File: src/rtl/apb_mailbox_slave.sv
// APB completer exposing a 32-bit FIFO mailbox through CTRL/STATUS/TXDATA/RXDATA
// word registers, with configurable wait states, PSLVERR on bad accesses and an irq.
module apb_mailbox_slave #(
  parameter int ADDR_W      = 12,
  parameter int DEPTH       = 4,
  parameter int WAIT_STATES = 0
) (
  input  logic              PCLK,
  input  logic              PRESET,
  input  logic              PSEL,
  input  logic              PENABLE,
  input  logic              PWRITE,
  input  logic [ADDR_W-1:0] PADDR,
  input  logic [31:0]       PWDATA,
  output logic [31:0]       PRDATA,
  output logic              PREADY,
  output logic              PSLVERR,
  output logic              irq
);

  localparam int PTR_W  = $clog2(DEPTH);
  localparam int CNT_W  = PTR_W + 1;
  localparam int WCNT_W = 4;

  typedef enum logic {IDLE, ACCESS} state_t;
  typedef enum logic [1:0] {REG_CTRL, REG_STATUS, REG_TXDATA, REG_RXDATA} reg_t;

  state_t              state, state_n;
  logic [WCNT_W-1:0]   wcnt, wcnt_n;
  logic                ready_n, err_n;
  logic [31:0]         rdata_n;
  logic                commit;

  logic                ctrl_en, ctrl_en_n;
  logic [31:0]         mem [DEPTH];
  logic [PTR_W-1:0]    wr_ptr, rd_ptr;
  logic [CNT_W-1:0]    count, count_n;
  logic                empty, full;

  logic                addr_bad;
  reg_t                reg_sel;
  logic [31:0]         rsp_data;
  logic                rsp_err;
  logic [31:0]         status_word;
  logic                do_commit, push, pop, ctrl_wr, flush;
  logic                unused_addr_bits;

  assign unused_addr_bits = ^PADDR[1:0];
  assign addr_bad         = |PADDR[ADDR_W-1:4];
  assign reg_sel          = reg_t'(PADDR[3:2]);
  assign empty            = (count == '0);
  assign full             = (count == CNT_W'(DEPTH));
  assign status_word      = {16'd0, 8'(count), 6'd0, full, empty};

  // Response the current address/direction would get from the present FIFO/CTRL state.
  always_comb begin
    // NOTE: every combinational output gets a default first so no path infers a latch.
    rsp_data = '0;
    rsp_err  = 1'b0;
    if (addr_bad) begin
      rsp_err = 1'b1;
    end else begin
      case (reg_sel)
        REG_CTRL:   if (!PWRITE) rsp_data = {31'd0, ctrl_en};
        REG_STATUS: if (PWRITE) rsp_err = 1'b1;
                    else        rsp_data = status_word;
        REG_TXDATA: if (PWRITE) rsp_err = full;
        REG_RXDATA: if (PWRITE || empty) rsp_err = 1'b1;
                    else                 rsp_data = mem[rd_ptr];
        default:    rsp_err = 1'b1;
      endcase
    end
  end

  always_comb begin
    state_n = state;
    wcnt_n  = wcnt;
    ready_n = PREADY;
    rdata_n = PRDATA;
    err_n   = PSLVERR;
    commit  = 1'b0;
    case (state)
      IDLE: begin
        if (PSEL && !PENABLE) begin
          state_n = ACCESS;
          wcnt_n  = WCNT_W'(WAIT_STATES);
          if (WAIT_STATES == 0) begin
            ready_n = 1'b1;
            rdata_n = rsp_data;
            err_n   = rsp_err;
          end
        end
      end
      ACCESS: begin
        if (!PSEL || (PREADY && !PENABLE)) begin
          // Abandoned transfer: drop the response, no side effect.
          state_n = IDLE;
          wcnt_n  = '0;
          ready_n = 1'b0;
          rdata_n = '0;
          err_n   = 1'b0;
        end else if (PREADY) begin
          commit  = 1'b1;
          state_n = IDLE;
          ready_n = 1'b0;
          rdata_n = '0;
          err_n   = 1'b0;
        end else if (wcnt != '0) begin
          wcnt_n = wcnt - 1'b1;
          if (wcnt == WCNT_W'(1)) begin
            ready_n = 1'b1;
            rdata_n = rsp_data;
            err_n   = rsp_err;
          end
        end
      end
      default: state_n = IDLE;
    endcase
  end

  always_ff @(posedge PCLK) begin
    // NOTE: sequential state uses non-blocking assignments so all registers update together.
    if (!PRESET) begin
      state   <= IDLE;
      wcnt    <= '0;
      PREADY  <= 1'b0;
      PRDATA  <= '0;
      PSLVERR <= 1'b0;
    end else begin
      state   <= state_n;
      wcnt    <= wcnt_n;
      PREADY  <= ready_n;
      PRDATA  <= rdata_n;
      PSLVERR <= err_n;
    end
  end

  // Rejected transfers were answered with PSLVERR and must leave state untouched.
  assign do_commit = commit && !PSLVERR && !addr_bad;
  assign push      = do_commit && PWRITE  && (reg_sel == REG_TXDATA) && !full;
  assign pop       = do_commit && !PWRITE && (reg_sel == REG_RXDATA) && !empty;
  assign ctrl_wr   = do_commit && PWRITE  && (reg_sel == REG_CTRL);
  assign flush     = ctrl_wr && PWDATA[1];

  always_comb begin
    ctrl_en_n = ctrl_wr ? PWDATA[0] : ctrl_en;
    count_n   = count;
    if (flush)     count_n = '0;
    else if (push) count_n = count + 1'b1;
    else if (pop)  count_n = count - 1'b1;
  end

  always_ff @(posedge PCLK) begin
    if (!PRESET) begin
      ctrl_en <= 1'b0;
      wr_ptr  <= '0;
      rd_ptr  <= '0;
      count   <= '0;
      irq     <= 1'b0;
    end else begin
      ctrl_en <= ctrl_en_n;
      count   <= count_n;
      if (flush) begin
        wr_ptr <= '0;
        rd_ptr <= '0;
      end else begin
        if (push) wr_ptr <= wr_ptr + 1'b1;
        if (pop)  rd_ptr <= rd_ptr + 1'b1;
      end
      irq <= ctrl_en_n && (count_n != '0);
    end
  end

  // NOTE: the storage array is not reset; pointers and count define what is valid.
  always_ff @(posedge PCLK) begin
    if (PRESET && push) mem[wr_ptr] <= PWDATA;
  end

endmodule

File: config.mk
export PLATFORM = sky130hd
export DESIGN_NAME = apb_mailbox_slave
export DESIGN_NICKNAME = d
export VERILOG_FILES = /design/src/rtl/apb_mailbox_slave.sv
export SDC_FILE = /design/constraint.sdc
export NUM_CORES = 1
export LEC_CHECK = 0
export CAP_MARGIN = 20
export CORE_MARGIN = 2
export CORE_UTILIZATION = 44
export CTS_CLUSTER_DIAMETER = 50
export DETAILED_ROUTE_END_ITERATION = 16
export GPL_TIMING_DRIVEN = 0
export HOLD_SLACK_MARGIN = 0.03
export PLACE_DENSITY = 0.65
export SETUP_SLACK_MARGIN = 0.02
export SLEW_MARGIN = 20
export SYNTH_ARGS = -nofsm -noshare
export SYNTH_HDL_FRONTEND = slang
export SYNTH_SLANG_ARGS = --single-unit
File: constraint.sdc
create_clock -name PCLK -period 4.3 [get_ports PCLK]
set_clock_uncertainty 0.15 [all_clocks]
set_input_delay 0.43 -clock PCLK [delete_from_list [all_inputs] [get_ports PCLK]]
set_output_delay 0.43 -clock PCLK [all_outputs]
set_load 0.005 [all_outputs]
After elaboration in Yosys (flattened, before gate mapping)
Memory sizes are Yosys's and may differ from the RTL's. A register that Yosys moved wholly into a read port is not among the register bits.
Cells that the tools add are included.
Widths: inputs -> output; s select.
- register bits after elaboration: 48
- memory bits (writable): 128
- input bits: 49
- output and inout port bits: 35
- logic and storage cells: 107
- memories kept: 1
- add/subtract/negate cells: 5
- equality and inequality tests: 10
- mux-type cells: 48
- bitwise logic cells: 2
- reductions and logical operators: 31
- memories (memory ; words ; width ; rd ports ; clocked after memory_dff ; wr ports ; RTL line ; text):
    mem ; 4 ; 32 ; 1 ; 1 ; 1 ; 35 ; logic [31:0] mem [DEPTH];
- operator list (operator ; count):
    $mux 32 ; 7
    $pmux 32 s3 ; 1
    $pmux 32 s2 ; 1
    $mux 1 ; 24
    $mux 4 ; 4
    $logic_and 1x1->1 ; 14
    $mux 11 ; 1
    $mux 3 ; 3
    $ne 4x2->1 const B ; 2
    $pmux 4 s2 ; 1
    $reduce_or 8->1 ; 1
    $logic_not 1->1 ; 7
    $pmux 1 s2 ; 3
    $reduce_and 3->1 ; 2
    $add 2x1->2 const B ; 2
    $eq 2x2->1 const B ; 2
    $eq 4x1->1 const B ; 1
    $mux 2 ; 2
    $reduce_bool 4->1 ; 1
    $sub 4x1->4 const B ; 1
    $add 3x1->3 const B ; 1
    $eq 3x3->1 const B ; 1
    $logic_not 3->1 ; 1
    $ne 3x1->1 const B ; 1
    10 further kinds ; 12

Depth between registers and ports, before layout
Gate-level depths: netlist of run 1.
- depth after elaboration: 15
- mapped depth: 9
- depth with buffers taken out: 7

Worst setup path before layout of run 1
No wires, ideal clock.
- path type: input-to-reg
- start: input port PADDR[9]
- end: memory mem[1][0] (enable)
- library setup time: 0.392 ns
- data arrival time: 2.646 ns
- required time: 3.758 ns
- path slack: 1.111 ns
- stages: 5
- buffers on the path: 1
- cell sequence: or4_4 nor4_4 and2_0 clkbuf_1 and3_1
- longest elaborated chain between the ends: 9
- RTL lines (element ; RTL line ; text):
    start: declaration ; 13 ; input logic [ADDR_W-1:0] PADDR,
    $reduce_or 8->1 ; 49 ; assign addr_bad = |PADDR[ADDR_W-1:4];
    $logic_not 1->1 ; 139 ; assign do_commit = commit && !PSLVERR && !addr_bad;
    $logic_and 1x1->1 ; 139 ;
    $logic_and 1x1->1 (3 in a row) ; 140 ; assign push = do_commit && PWRITE && (reg_sel == REG_TXDATA) && !full;
    $logic_and 1x1->1 ; 176 ; if (PRESET && push) mem[wr_ptr] <= PWDATA;
    $mux 1 ; 176 ;
    $mux 1 (not written as such) ; 176 ;
    end: declaration ; 35 ;
Every way passes these cells.

Worst setup path after layout of run 1
- start: input port PADDR[9]
- end: memory mem[0][15] (enable)
The elaborated chain is that of the path after synthesis.

==> results.toml, run 1 <==
[status]
status = "finished clean"

[logic_synthesis]
synth_flop_cell = "edfxtp_1"
syn_nets = 493
async_reset_ff_frac = 0
synthDistinctLibCells = 54
ys_seq_area_frac = 0.686
syn-cell-area_um2 = 7070
synth.yosys.warnings = 0
syn_inst = 434
avgSynthCellArea_um2 = 16.3
ys_seq_elements = 178
synth-edff-count = 128

[critical_path]
cp_slowest_stage_delay_ns = 0.60
path_cells = "clkdlybuf4s50_1 > or4_4 > nor4_4 > and2_0 > clkbuf_1 > and3_2 > buf_16"
path_buf_inv = 3
path_class = "input port to register"
start_kind = "input port"
cp_max_fo = 18
critPathSlowestCell = "or4_4"
reg2reg_depth = 8
timing.rr.start = "count[0]"
cp_top_family = "simple AND/OR/NAND/NOR gates"
reg2reg_slack_ns = 1.35
worstPathRequired_ns = 4.28
cp.arrival_ns = 3.20
r2r-end = "mem[0][15]"
crit_path_end_kind = "register"

[grt]
grt_first_pass_wirelength_mm = 22.2
overflow = 0
grt_use_total = 0.178
antenna_found_initial = 0
grt_pass1_vias = 4071
grt_max_degree = 19

[final_layout]
utilization = 0.561
postLayoutCellArea_um2 = 8840
antenna_cells = 0
fin_nets = 594
area_growth_pct = 25.1
drive_gt1_frac = 0.159

[sta]
slew_violations = 0
max_freq_mhz = 311
tightest_slew_ns = 0.879
final_hold_viol_count = 0
finalCritPeriodShare = 0.749
slew_headroom = 0.414
rsz0062_at_grt = "no"
finalSetupViolations = 0
finalCriticalPeriod_ns = 3.22

[drt]
antenna_left = 0
post_drt_wl_per_cell_um = 18.7
routed-via-count = 4032
drtPass1Iterations = 4
drcViolationCount = 0
routed_via_density = 5.28
first_iter_violations = 241
routed_wl_mm = 14.3

[floorplanning]
io_pins = 84
die_x_um = 131
coreArea_um2 = 15800
dieArea_um2 = 17100
die_height_um = 131
initial_utilization = 0.448
rows = 46

[cts]
clock-root-buffer = "clkbuf_16"
cts_made_buffers = 17
post_cts_buffers = 0
clock_latency_ns = 0.43
ctsHoldBuffers = 0
clk_pin_slew_worst_paths_ns = 0.06
htreeDepth = 4
cts.repair.resized = 0
cts_sinks = 178
cts_tree = "yes"
cts_max_path_buffers = 2

[hold_path]
holdPathEnd = "PRDATA[0]"
holdPathStages = 2
min_from = "PRDATA[0]"
hold_path_class = "register to register"

[placed_design]
hpwl_mm = 9.64
placed_cell_area_um2 = 8230
place_congestion = 0.866
numPortBuffers = 78

[power]
ir_worst_vdd_uv = 266
p_leak_uw = 0.00281
power.density_nw_per_um2 = 401

[run]
cap_viol_max_count = 0
==> logic make-up after synthesis <==
kind of cell,count (synthesis),share of synthesized area
AO/OA/AOI/OAI,72,0.0763
XOR/XNOR,8,0.00992
adder cells (fa/ha/maj),10,0.0177
buffers and inverters,33,0.0212
flip-flops,178,0.686
multiplexers,34,0.105
AND/OR/NAND/NOR,99,0.0843
==> cell usage in the layout, fill, tap and decap left out, drive strengths merged, types with 4 or more instances in the layout <==
cell type,count
and3,5
a21boi,7
buf,14
ha,10
a21oi,6
edfxtp,128
dfxtp,50
nor2b,31
or4,5
xnor2,4
xor2,4
clkinv,5
clkdlybuf4s50,78
clkbuf,32
nor2,13
o21ai,12
a22oi,28
mux4,32
nand2,17
nand3,5
o211ai,4
inv,13
==> Yosys cell counts, types with 3 or more instances <==
| library cell | n | area (µm²) |
|---|---|---|
| edfxtp_1 | 128 | 3840 |
| dfxtp_1 | 50 | 1000 |
| mux4_2 | 32 | 721 |
| nor2b_1 | 31 | 194 |
| a22oi_1 | 28 | 210 |
| nand2_1 | 16 | 60.1 |
| clkbuf_1 | 14 | 52.6 |
| nor2_1 | 13 | 48.8 |
| ha_1 | 10 | 125 |
| o21ai_0 | 10 | 50.1 |
| inv_1 | 9 | 33.8 |
| a21boi_0 | 6 | 45.0 |
| a21oi_1 | 6 | 30.0 |
| and3_1 | 5 | 31.3 |
| nand3_1 | 5 | 25.0 |
| o211ai_1 | 4 | 30.0 |
| xnor2_1 | 4 | 35.0 |
| xor2_1 | 4 | 35.0 |
| buf_1 | 3 | 11.3 |
| buf_2 | 3 | 15.0 |
| nand2b_1 | 3 | 18.8 |
| nor3_1 | 3 | 15.0 |
| nor4b_1 | 3 | 26.3 |
| or4_4 | 3 | 33.8 |
==> registers in the layout, summed over array words and instances, names as in the netlist, named ones only <==
register / count
PSLVERR: 1
rd_ptr: 2
count: 3
ctrl_en: 1
PRDATA: 32
wcnt: 4
wr_ptr: 2
irq: 1
PREADY: 1
state: 1
mem: 128
==> worst max-delay path by stage <==
stage	depth (start not counted)	startpoint	end
2_1_floorplan	5	PADDR[9]	mem[1][0]
3_3_place_gp	6	PADDR[9]	mem[0][22]
3_5_place_dp	7	PADDR[9]	mem[0][15]
4_1_cts	7	PADDR[9]	mem[0][15]
5_1_grt	7	PADDR[9]	mem[0][15]
6_report	7	PADDR[9]	mem[0][15]
==> power by group <==
part | switching, µW | internal, µW | total (µW)
Sequential | 4.52 | 1840 | 1840
Clock | 660 | 924 | 1580
Combinational | 62.1 | 60.3 | 122
Total | 727 | 2820 | 3550
==> per-layer routing <==
layer | GRT usage | vias to the layer above | wire length [µm]
met5 | 0 | - | 0
met4 | 0.0601 | 0 | 182
met3 | 0.0448 | 12 | 733
met2 | 0.288 | 101 | 6910
met1 | 0.237 | 2025 | 6480
li1 | - | 1894 | -
==> stage by stage <==
step,worst slack [ns],hold WS [ns],TNS (ns),power (µW),cells
final,1.08,0.315,0,3550,764
after global routing,0.926,0.327,0,3660,764
after CTS,1.07,0.296,0,3580,764
after detailed placement,0.619,0.316,0,2000,732
after global placement,-0.164,0.309,-19.30,2000,728
after floorplan,1.11,0.297,0,1930,434
==> layout make-up <==
class | count | area, µm²
fill | 1315 | 6930
clock buffer | 18 | 429
buffer | 24 | 116
multi-input combinational | 223 | 2080
inverter | 9 | 33.8
clock inverter | 14 | 180
sequential | 178 | 4840
tap | 216 | 270
timing repair buffer | 82 | 891
==> worst reg2reg max path, cell delays in order (launching register included) <==
cell and delay, ns:
dfxtp_1 0.42, inv_1 0.14, ha_1 0.32, a21oi_1 0.21, and3_1 0.24, and2_0 0.14
clkbuf_1 0.24, and3_2 0.56, buf_16 0.24
Power figures use the tool's default switching activity.
==> run 2, diff against run 1 <==
clock period = 3.02 ns   (was 4.3 ns; I/O delays follow)
==> results.toml, run 2 (same netlist as run 1, synthesis figures left out) <==
[status]
status = "finished clean"

[final_layout]
largest_reg_flops = 128
regMostFlops = "mem"
antenna_cells = 0
reg_top3 = "mem (128), PRDATA (32), wcnt (4)"
drive_gt1_frac = 0.170
fin_nets = 594
final_common_cell = "edfxtp_1"
area_growth_pct = 24.7
final_cell_mix = "128 x edfxtp_1, 78 x clkdlybuf4s50_1, 50 x dfxtp_1, 32 x mux4_2, 31 x nor2b_1"

[sta]
slew_violations = 0
finalCritPeriodShare = 0.930
max_freq_mhz = 356
tightest_slew_ns = 0.853
finalSetupViolations = 0
holdWs_ns = 0.194
slew_headroom = 0.432
rsz0062_at_grt = "no"
finalCriticalPeriod_ns = 2.81
final_hold_viol_count = 0

[power]
power.sequential.fraction = 0.518
finalPower_uw = 5060
p_int_uw = 3970
ir_worst_vdd_uv = 398
power_frac_clock = 0.446
power.density_nw_per_um2 = 574
swShare = 0.216
p_leak_uw = 0.00279
pwr-share-comb = 0.035
p_switching_uw = 1100

[cts]
cts_sinks = 178
post_cts_buffers = 0
cts_tree = "yes"
cts_max_path_buffers = 2
cts_made_buffers = 17
clock-root-buffer = "clkbuf_16"
clk_pin_slew_worst_paths_ns = 0.07
clock_latency_ns = 0.43
htreeDepth = 4

[run]
cap_viol_max_count = 0

[drt]
routed-via-count = 4122
first_iter_violations = 329
post_drt_wl_per_cell_um = 19.8
drcViolationCount = 0
drtPass1Iterations = 5
routed_via_density = 5.40
routed_wl_mm = 15.2
antenna_left = 0

[floorplanning]
coreArea_um2 = 15800
die_x_um = 131
dieArea_um2 = 17100
initial_utilization = 0.448
rows = 46
io_pins = 84
die_height_um = 131

[grt]
antenna_found_initial = 1
grt_max_degree = 33
grt_pass1_vias = 4224
overflow = 0
grt_first_pass_wirelength_mm = 22.3
grt_use_total = 0.178

[hold_path]
min_from = "PADDR[2]"
hold_path_class = "input port to register"

[critical_path]
worstPathRequired_ns = 2.97
critPathSlowestCell = "or4_4"
startpoint = "PADDR[9]"
timing.rr.start = "count[0]"
cp.arrival_ns = 2.76
cp_max_fo = 16
crit_path_end_kind = "register"
cp_slowest_stage_delay_ns = 0.60
path_cells = "clkdlybuf4s50_1 > or4_4 > nor4_4 > and2_0 > clkbuf_2 > and3_4"
path_class = "input port to register"
start_kind = "input port"

[placed_design]
place_congestion = 0.822
hpwl_mm = 9.14
numPortBuffers = 78
-- run 2: cell types whose count changed in the layout (fill, tap and decap cells not counted), moves of 2 or more --
cell        change
clkbuf_1        -3
clkinv_4        +2
inv_8           +2
clkbuf_2        +2
clkinv_1        -2
buf_16          -4
clkinvlp_4      -2
and3_2          -4
and3_4          +8
-- run 2: critical path, delay by kind of cell --
kind                   cells  cell delay [ns]
buffers and inverters      2             0.67
and+or+nand+nor            4             1.78
-- run 2: layout make-up --
class | count | area, µm²
timing repair buffer | 78 | 781
clock inverter | 15 | 193
fill | 1298 | 6960
buffer | 24 | 119
sequential | 178 | 4840
multi-input combinational | 227 | 2140
clock buffer | 17 | 425
tap | 216 | 270
inverter | 9 | 33.8
-- run 2: path summary, 6_finish.rpt --
| path | end | slack (ns) | cells past startpoint |
|---|---|---|---|
| max | mem[0][10] | 0.21 | 6 |
| min | PRDATA[1] | 0.19 | 4 |
| min reg2reg | PRDATA[9] | 0.32 | 2 |
| max reg2reg | PRDATA[17] | 0.26 | 8 |
-- run 2: stage by stage --
step | utilization | TNS [ns] | area [µm²] | instances | setup slack, ns
4_1_cts | 0.554 | -30.03 | 8740 | 760 | -0.248
6_report | 0.559 | 0 | 8810 | 764 | 0.212
2_1_floorplan | - | 0 | 7070 | 434 | 0.290
5_1_grt | 0.559 | 0 | 8810 | 764 | 0.0239
3_3_place_gp | 0.515 | -82.08 | 8120 | 728 | -0.649
3_5_place_dp | 0.515 | -86.56 | 8120 | 728 | -0.686
-- run 2: routing by layer --
layer / track usage / part of all wire / vias to the layer above
li1: - / - / 1903
met1: 0.227 / 0.45 / 2096
met2: 0.295 / 0.49 / 109
met3: 0.0533 / 0.053 / 14
met4: 0.0588 / 0.0095 / 0
met5: 0 / 0 / -
-- run 2: what timing repair did --
action | CTS | global route
hold buffers | 0 | 0
cloned | 0 | 4
pin swaps | 0 | 4
resized for setup | 0 | 13
endpoints found under the setup margin | 128 | 154
-- run 2: power groups by stage --
stage	registers (µW)	clock network [µW]	logic, µW
after global placement	2680	0	170
final	2620	2260	179
after detailed placement	2680	0	176
after floorplan	2680	0	70.8
after CTS	2620	2300	177
after global routing	2620	2400	195
==> run 3, diff against run 2 <==
PLACE_DENSITY = 0.68   (was 0.65)
clock period = 2.3 ns   (was 3.02 ns; I/O delays follow)
==> results.toml, run 3 (same netlist as run 1, synthesis figures left out) <==
[sta]
tightest_slew_ns = 0.545
finalSetupViolations = 0
max_freq_mhz = 448
finalCritPeriodShare = 0.971
holdWs_ns = 0.147
finalCriticalPeriod_ns = 2.23
slew_violations = 0
final_hold_viol_count = 0
slew_headroom = 0.636
rsz0062_at_grt = "yes"

[placed_design]
hpwl_mm = 9.04
placed_cell_area_um2 = 8140
numPortBuffers = 78
place_congestion = 0.894

[critical_path]
cp_top_family = "buffers and inverters"
cp.arrival_ns = 2.41
worstPathRequired_ns = 2.48
crit_path_end_kind = "register"
path_buf_inv = 4
cp_max_fo = 6
path_cells = "inv_1 > ha_2 > nor4b_4 > o21ai_2 > buf_4 > a211oi_4 > buf_12 > buf_6 > a22oi_1 > nor2b_1"
cp_slowest_stage_delay_ns = 0.35
start_kind = "register"
path_class = "register to register"
critPathSlowestCell = "dfxtp_2"

[floorplanning]
die_height_um = 131
io_pins = 84
die_x_um = 131
coreArea_um2 = 15800
dieArea_um2 = 17100
rows = 46
initial_utilization = 0.448

[power]
p_leak_uw = 0.00301
finalPower_uw = 6510
power.density_nw_per_um2 = 704
ir_worst_vdd_uv = 488

[final_layout]
drive_gt1_frac = 0.245
final_cell_mix = "128 x edfxtp_1, 70 x clkdlybuf4s50_1, 47 x dfxtp_1, 32 x mux4_2, 30 x nor2b_1"
reg_top3 = "mem (128), PRDATA (32), wcnt (4)"
postLayoutCellArea_um2 = 9250
regMostFlops = "mem"
area_growth_pct = 31.0
antenna_cells = 0
final_common_cell = "edfxtp_1"
fin_nets = 625
largest_reg_flops = 128

[status]
status = "finished clean"

[drt]
routed_wl_mm = 15.4
routed_via_density = 5.37
drtPass1Iterations = 5
first_iter_violations = 327
post_drt_wl_per_cell_um = 19.4
drcViolationCount = 0
routed-via-count = 4272
antenna_left = 0

[run]
cap_viol_max_count = 0

[cts]
cts_tree = "yes"
clock_latency_ns = 0.42
cts_max_path_buffers = 2
htreeDepth = 4
ctsHoldBuffers = 0
clk_pin_slew_worst_paths_ns = 0.07
cts_sinks = 178
clock-root-buffer = "clkbuf_16"
cts_made_buffers = 17

[grt]
overflow = 0
grt_pass1_vias = 4409
grt_max_degree = 17
grt_use_total = 0.195
grt_first_pass_wirelength_mm = 24.2
antenna_found_initial = 0

[hold_path]
hold_path_class = "input port to register"
run 3: timing repair:
| item | CTS | global route |
|---|---|---|
| pin swaps | 14 | 6 |
| gates resized for setup | 46 | 12 |
| setup endpoints to repair | 171 | 98 |
| buffers inserted | 25 | 2 |
| gates cloned | 8 | 0 |
run 3: path summary, 6_finish.rpt:
check / startpoint / to / slack, ns / depth (start not counted)
setup / recovery: wcnt[0] / PRDATA[26] / 0.07 / 10
hold / removal: PADDR[2] / PRDATA[8] / 0.15 / 4
setup reg to reg: wcnt[0] / PRDATA[26] / 0.07 / 10
hold reg to reg: PRDATA[8] / PRDATA[8] / 0.30 / 2
run 3: layer usage:
metal | part of all wire | global-route usage | wire, µm | vias to the layer above
li1 | - | - | - | 1967
met1 | 0.43 | 0.246 | 6640 | 2180
met2 | 0.52 | 0.335 | 8000 | 106
met3 | 0.034 | 0.0366 | 530 | 19
met4 | 0.017 | 0.0788 | 257 | 0
met5 | 0 | 0 | 0 | -
run 3: where the power goes:
group	internal (µW)	leakage, µW	switching (µW)	total [µW]
logic	119	0.00119	126	245
registers	3440	0.00156	9.53	3450
clock network	1610	0.000264	1210	2820
run 3: final cells by class:
type,count,area (µm²)
buffer,24,153
clock buffer,18,429
clock inverter,14,153
fill,1210,6520
inverter,9,33.8
multi-input combinational,228,2200
sequential,178,4850
tap,216,270
timing repair buffer,108,1160
run 3: worst reg2reg max path: stages, from the launching register on:
cell and delay [ns]:
dfxtp_2 0.35, inv_1 0.07, ha_2 0.20, nor4b_4 0.30, o21ai_2 0.10, buf_4 0.15
a211oi_4 0.27, buf_12 0.16, buf_6 0.13, a22oi_1 0.08, nor2b_1 0.19
run 3: through the flow:
stage	utilization	setup TNS, ns	setup WS, ns	std cells
floorplan	-	-16.91	-0.132	434
global placement	0.516	-134.06	-0.914	728
detailed placement	0.516	-135.08	-0.916	728
CTS	0.585	0	0.0264	793
global route	0.587	-0.0181	-0.0181	795
finish	0.587	0	0.0676	795
==> edit: new RTL, settings of run 1 <==
Set the parameter `ADDR_W` to 13 (it was 12).
--- a/src/rtl/apb_mailbox_slave.sv
+++ b/src/rtl/apb_mailbox_slave.sv
@@ -1,7 +1,7 @@
 // APB completer exposing a 32-bit FIFO mailbox through CTRL/STATUS/TXDATA/RXDATA
 // word registers, with configurable wait states, PSLVERR on bad accesses and an irq.
 module apb_mailbox_slave #(
-  parameter int ADDR_W      = 12,
+  parameter int ADDR_W      = 13,
   parameter int DEPTH       = 4,
   parameter int WAIT_STATES = 0
 ) (
Interface: changed (resized PADDR); port bits go from 84 to 85. The function was not compared with the original's and may differ.
==> edit against run 1 <==
Design area decreased by 0.99%. Utilization is 0.35 points lower. Register-to-register slack better by 180 ps. Routed wire length fell by 6.6%. Area after synthesis shrank 0.73%. Global-route usage decreased by 0.77 points. Maximum frequency is 16% higher. Critical path depth unchanged. First-iteration DRC count shrank 11%. Total power down 3.2%. Worst setup slack better by 450 ps. Count of clock-buffer cells in the layout increased by 3. Sequential cell count unchanged. Critical endpoint is now mem[3][31]$_DFFE_PP_.
==> edit: results (changes against run 1) <==
[outcome]
outcome = finished, final reports clean

[logic_synthesis]
ys.warnings.count = 0  ; unchanged
synthTopCellsByArea = edfxtp_1, dfxtp_1, mux4_2
synthDistinctLibCells = 55  ; +1.9%
async_reset_ff_share_pct = 0  ; unchanged
ys_seq_area_share_pct = 69.07  ; +0.50 points
syn-num-nets = 515  ; +4.5%
synthTopCellsByCount = edfxtp_1, dfxtp_1, nand2_1

[critical_path]
crit_fanout = 21  ; +3
reg2reg_depth = 7  ; -1
max_stage_delay_ps = 430  ; -170 ps
r2r_end = mem[3][31]$_DFFE_PP_
critical_path_arrival_ps = 2740  ; -460 ps
crit_path_top_delay_cell = and2_2
critPathKind = flop to flop
r2r-start = count[0]$_SDFF_PN0_
reg2reg_slack_ps = 1530  ; +180 ps

[grt]
antenna_found_initial = 1  ; +1
grt_pass1_vias = 4084  ; +0.32%
grt_usage_pct = 17.01  ; -0.77 points
grt_max_degree = 22  ; +3
grt_pass1_wl_um = 21110  ; -5.0%

[clock_tree]
post-cts-setup-buffer-count = 0  ; unchanged
cts_root_buffer = clkbuf_16
h-tree-depth = 4  ; unchanged
cts-resized-gates = 0  ; unchanged
clockBufferDepth = 2  ; unchanged

[power]
power_leakage_nw = 2.960  ; +5.5%
peakVddDrop_mv = 0.3077  ; +16%

[routing]
wirelength_um = 13350  ; -6.6%
vias = 4026  ; -0.15%
first_iter_violations = 214  ; -11%
dr.pass1.iters = 4  ; unchanged

[finish]
reg_top3 = mem: 128 flops, PRDATA: 32 flops, wcnt: 4 flops
drive_above_1_share_pct = 16.08  ; +0.21 points
antenna_cells = 0  ; unchanged
nets = 620  ; +4.4%

[worst_hold_path]
min_path_cells = 2  ; unchanged
hp-start = PRDATA[5]$_SDFFE_PN0P_
hold_path_end = PRDATA[5]$_SDFFE_PN0P_

[place]
hpwl_um = 8916  ; -7.5%
gp_congestion = 0.8256  ; -4.6%
port_buffers = 82  ; +5.1%
dpl_cell_area_um2 = 8190  ; -0.50%

[timing]
worst_pin_slew_ps = 701.8  ; -177.5 ps

-- edit: cell types whose count changed after synthesis, moves of 5 or more --
cell             run 1  this run
nor2_1              13        21
nand2_1             16        37
a22oi_1             28         2
o21ai_0             10        33
nor2b_1             31         3
a21boi_0             6         1
buf_4                2         8
clkbuf_1            14         5
inv_1                9        35
-- edit: layout make-up --
cell class | instances | area, µm²
inverters | 36 | 135.1
multi-input cells | 224 | 1941
plain buffers | 17 | 98.84
fillers | 1276 | 6959
clock buffers | 21 | 450.4
clock inverters | 10 | 112.6
flip-flops and latches | 178 | 4845
well taps | 216 | 270.3
repair buffers | 86 | 900.9
-- edit: critical path, delay by kind of cell, from the launching register on --
kind	cells	cell delay (ps)
buffers and inverters	2	350
AO/OA/AOI/OAI	1	270
adder cells (fa/ha/maj)	1	270
flip-flops	1	380
AND/OR/NAND/NOR	3	1040
-- edit: metrics by stage --
| step | instances | setup slack (ps) | hold slack (ps) | util (%) | power (mW) |
|---|---|---|---|---|---|
| 5_1_grt | 788 | 1303 | 336.1 | 55.71 | 3.544 |
| 6_report | 788 | 1530 | 300.6 | 55.71 | 3.436 |
| 3_3_place_gp | 753 | 437.6 | 286.1 | 51.58 | 1.995 |
| 3_5_place_dp | 757 | 1269 | 292.5 | 52.13 | 1.998 |
| 2_1_floorplan | 455 | 1612 | 291.7 | - | 1.924 |
| 4_1_cts | 788 | 1558 | 306.7 | 55.71 | 3.471 |
-- edit: routing by layer --
metal | vias up | track usage (%) | wire (µm)
met4 | 2 | 5.313 | 135
met1 | 2009 | 21.17 | 5815
met3 | 13 | 5.084 | 716
met5 | - | 0 | 13
met2 | 99 | 28.83 | 6671
li1 | 1903 | - | -
-- edit: how the worst max path moves through the flow --
stage                                      end  cells after the start
after floorplan            mem[0][0]$_DFFE_PP_                      6
after global placement    mem[0][22]$_DFFE_PP_                      5
after detailed placement  mem[2][19]$_DFFE_PP_                      6
after CTS                 mem[2][24]$_DFFE_PP_                      7
after global routing      mem[3][31]$_DFFE_PP_                      7
final                     mem[3][31]$_DFFE_PP_                      7
-- edit: where the power goes --
group	switching [mW]	internal [mW]	leakage, nW
clock	0.609	0.866	0.275
sequential	0.00564	1.84	1.55
combinational	0.0550	0.0617	1.13
-- edit: cell families after synthesis --
family                     after synthesis  synth area share (%)
muxes                                   34                 10.56
AOI/OAI and AO/OA                       67                 6.012
adders and majority gates               10                 1.784
DFF                                    178                 69.07
buffers and inverters                   53                 3.336
xor gates and xnor gates                 8                0.9990
and+or+nand+nor                        105                 8.241
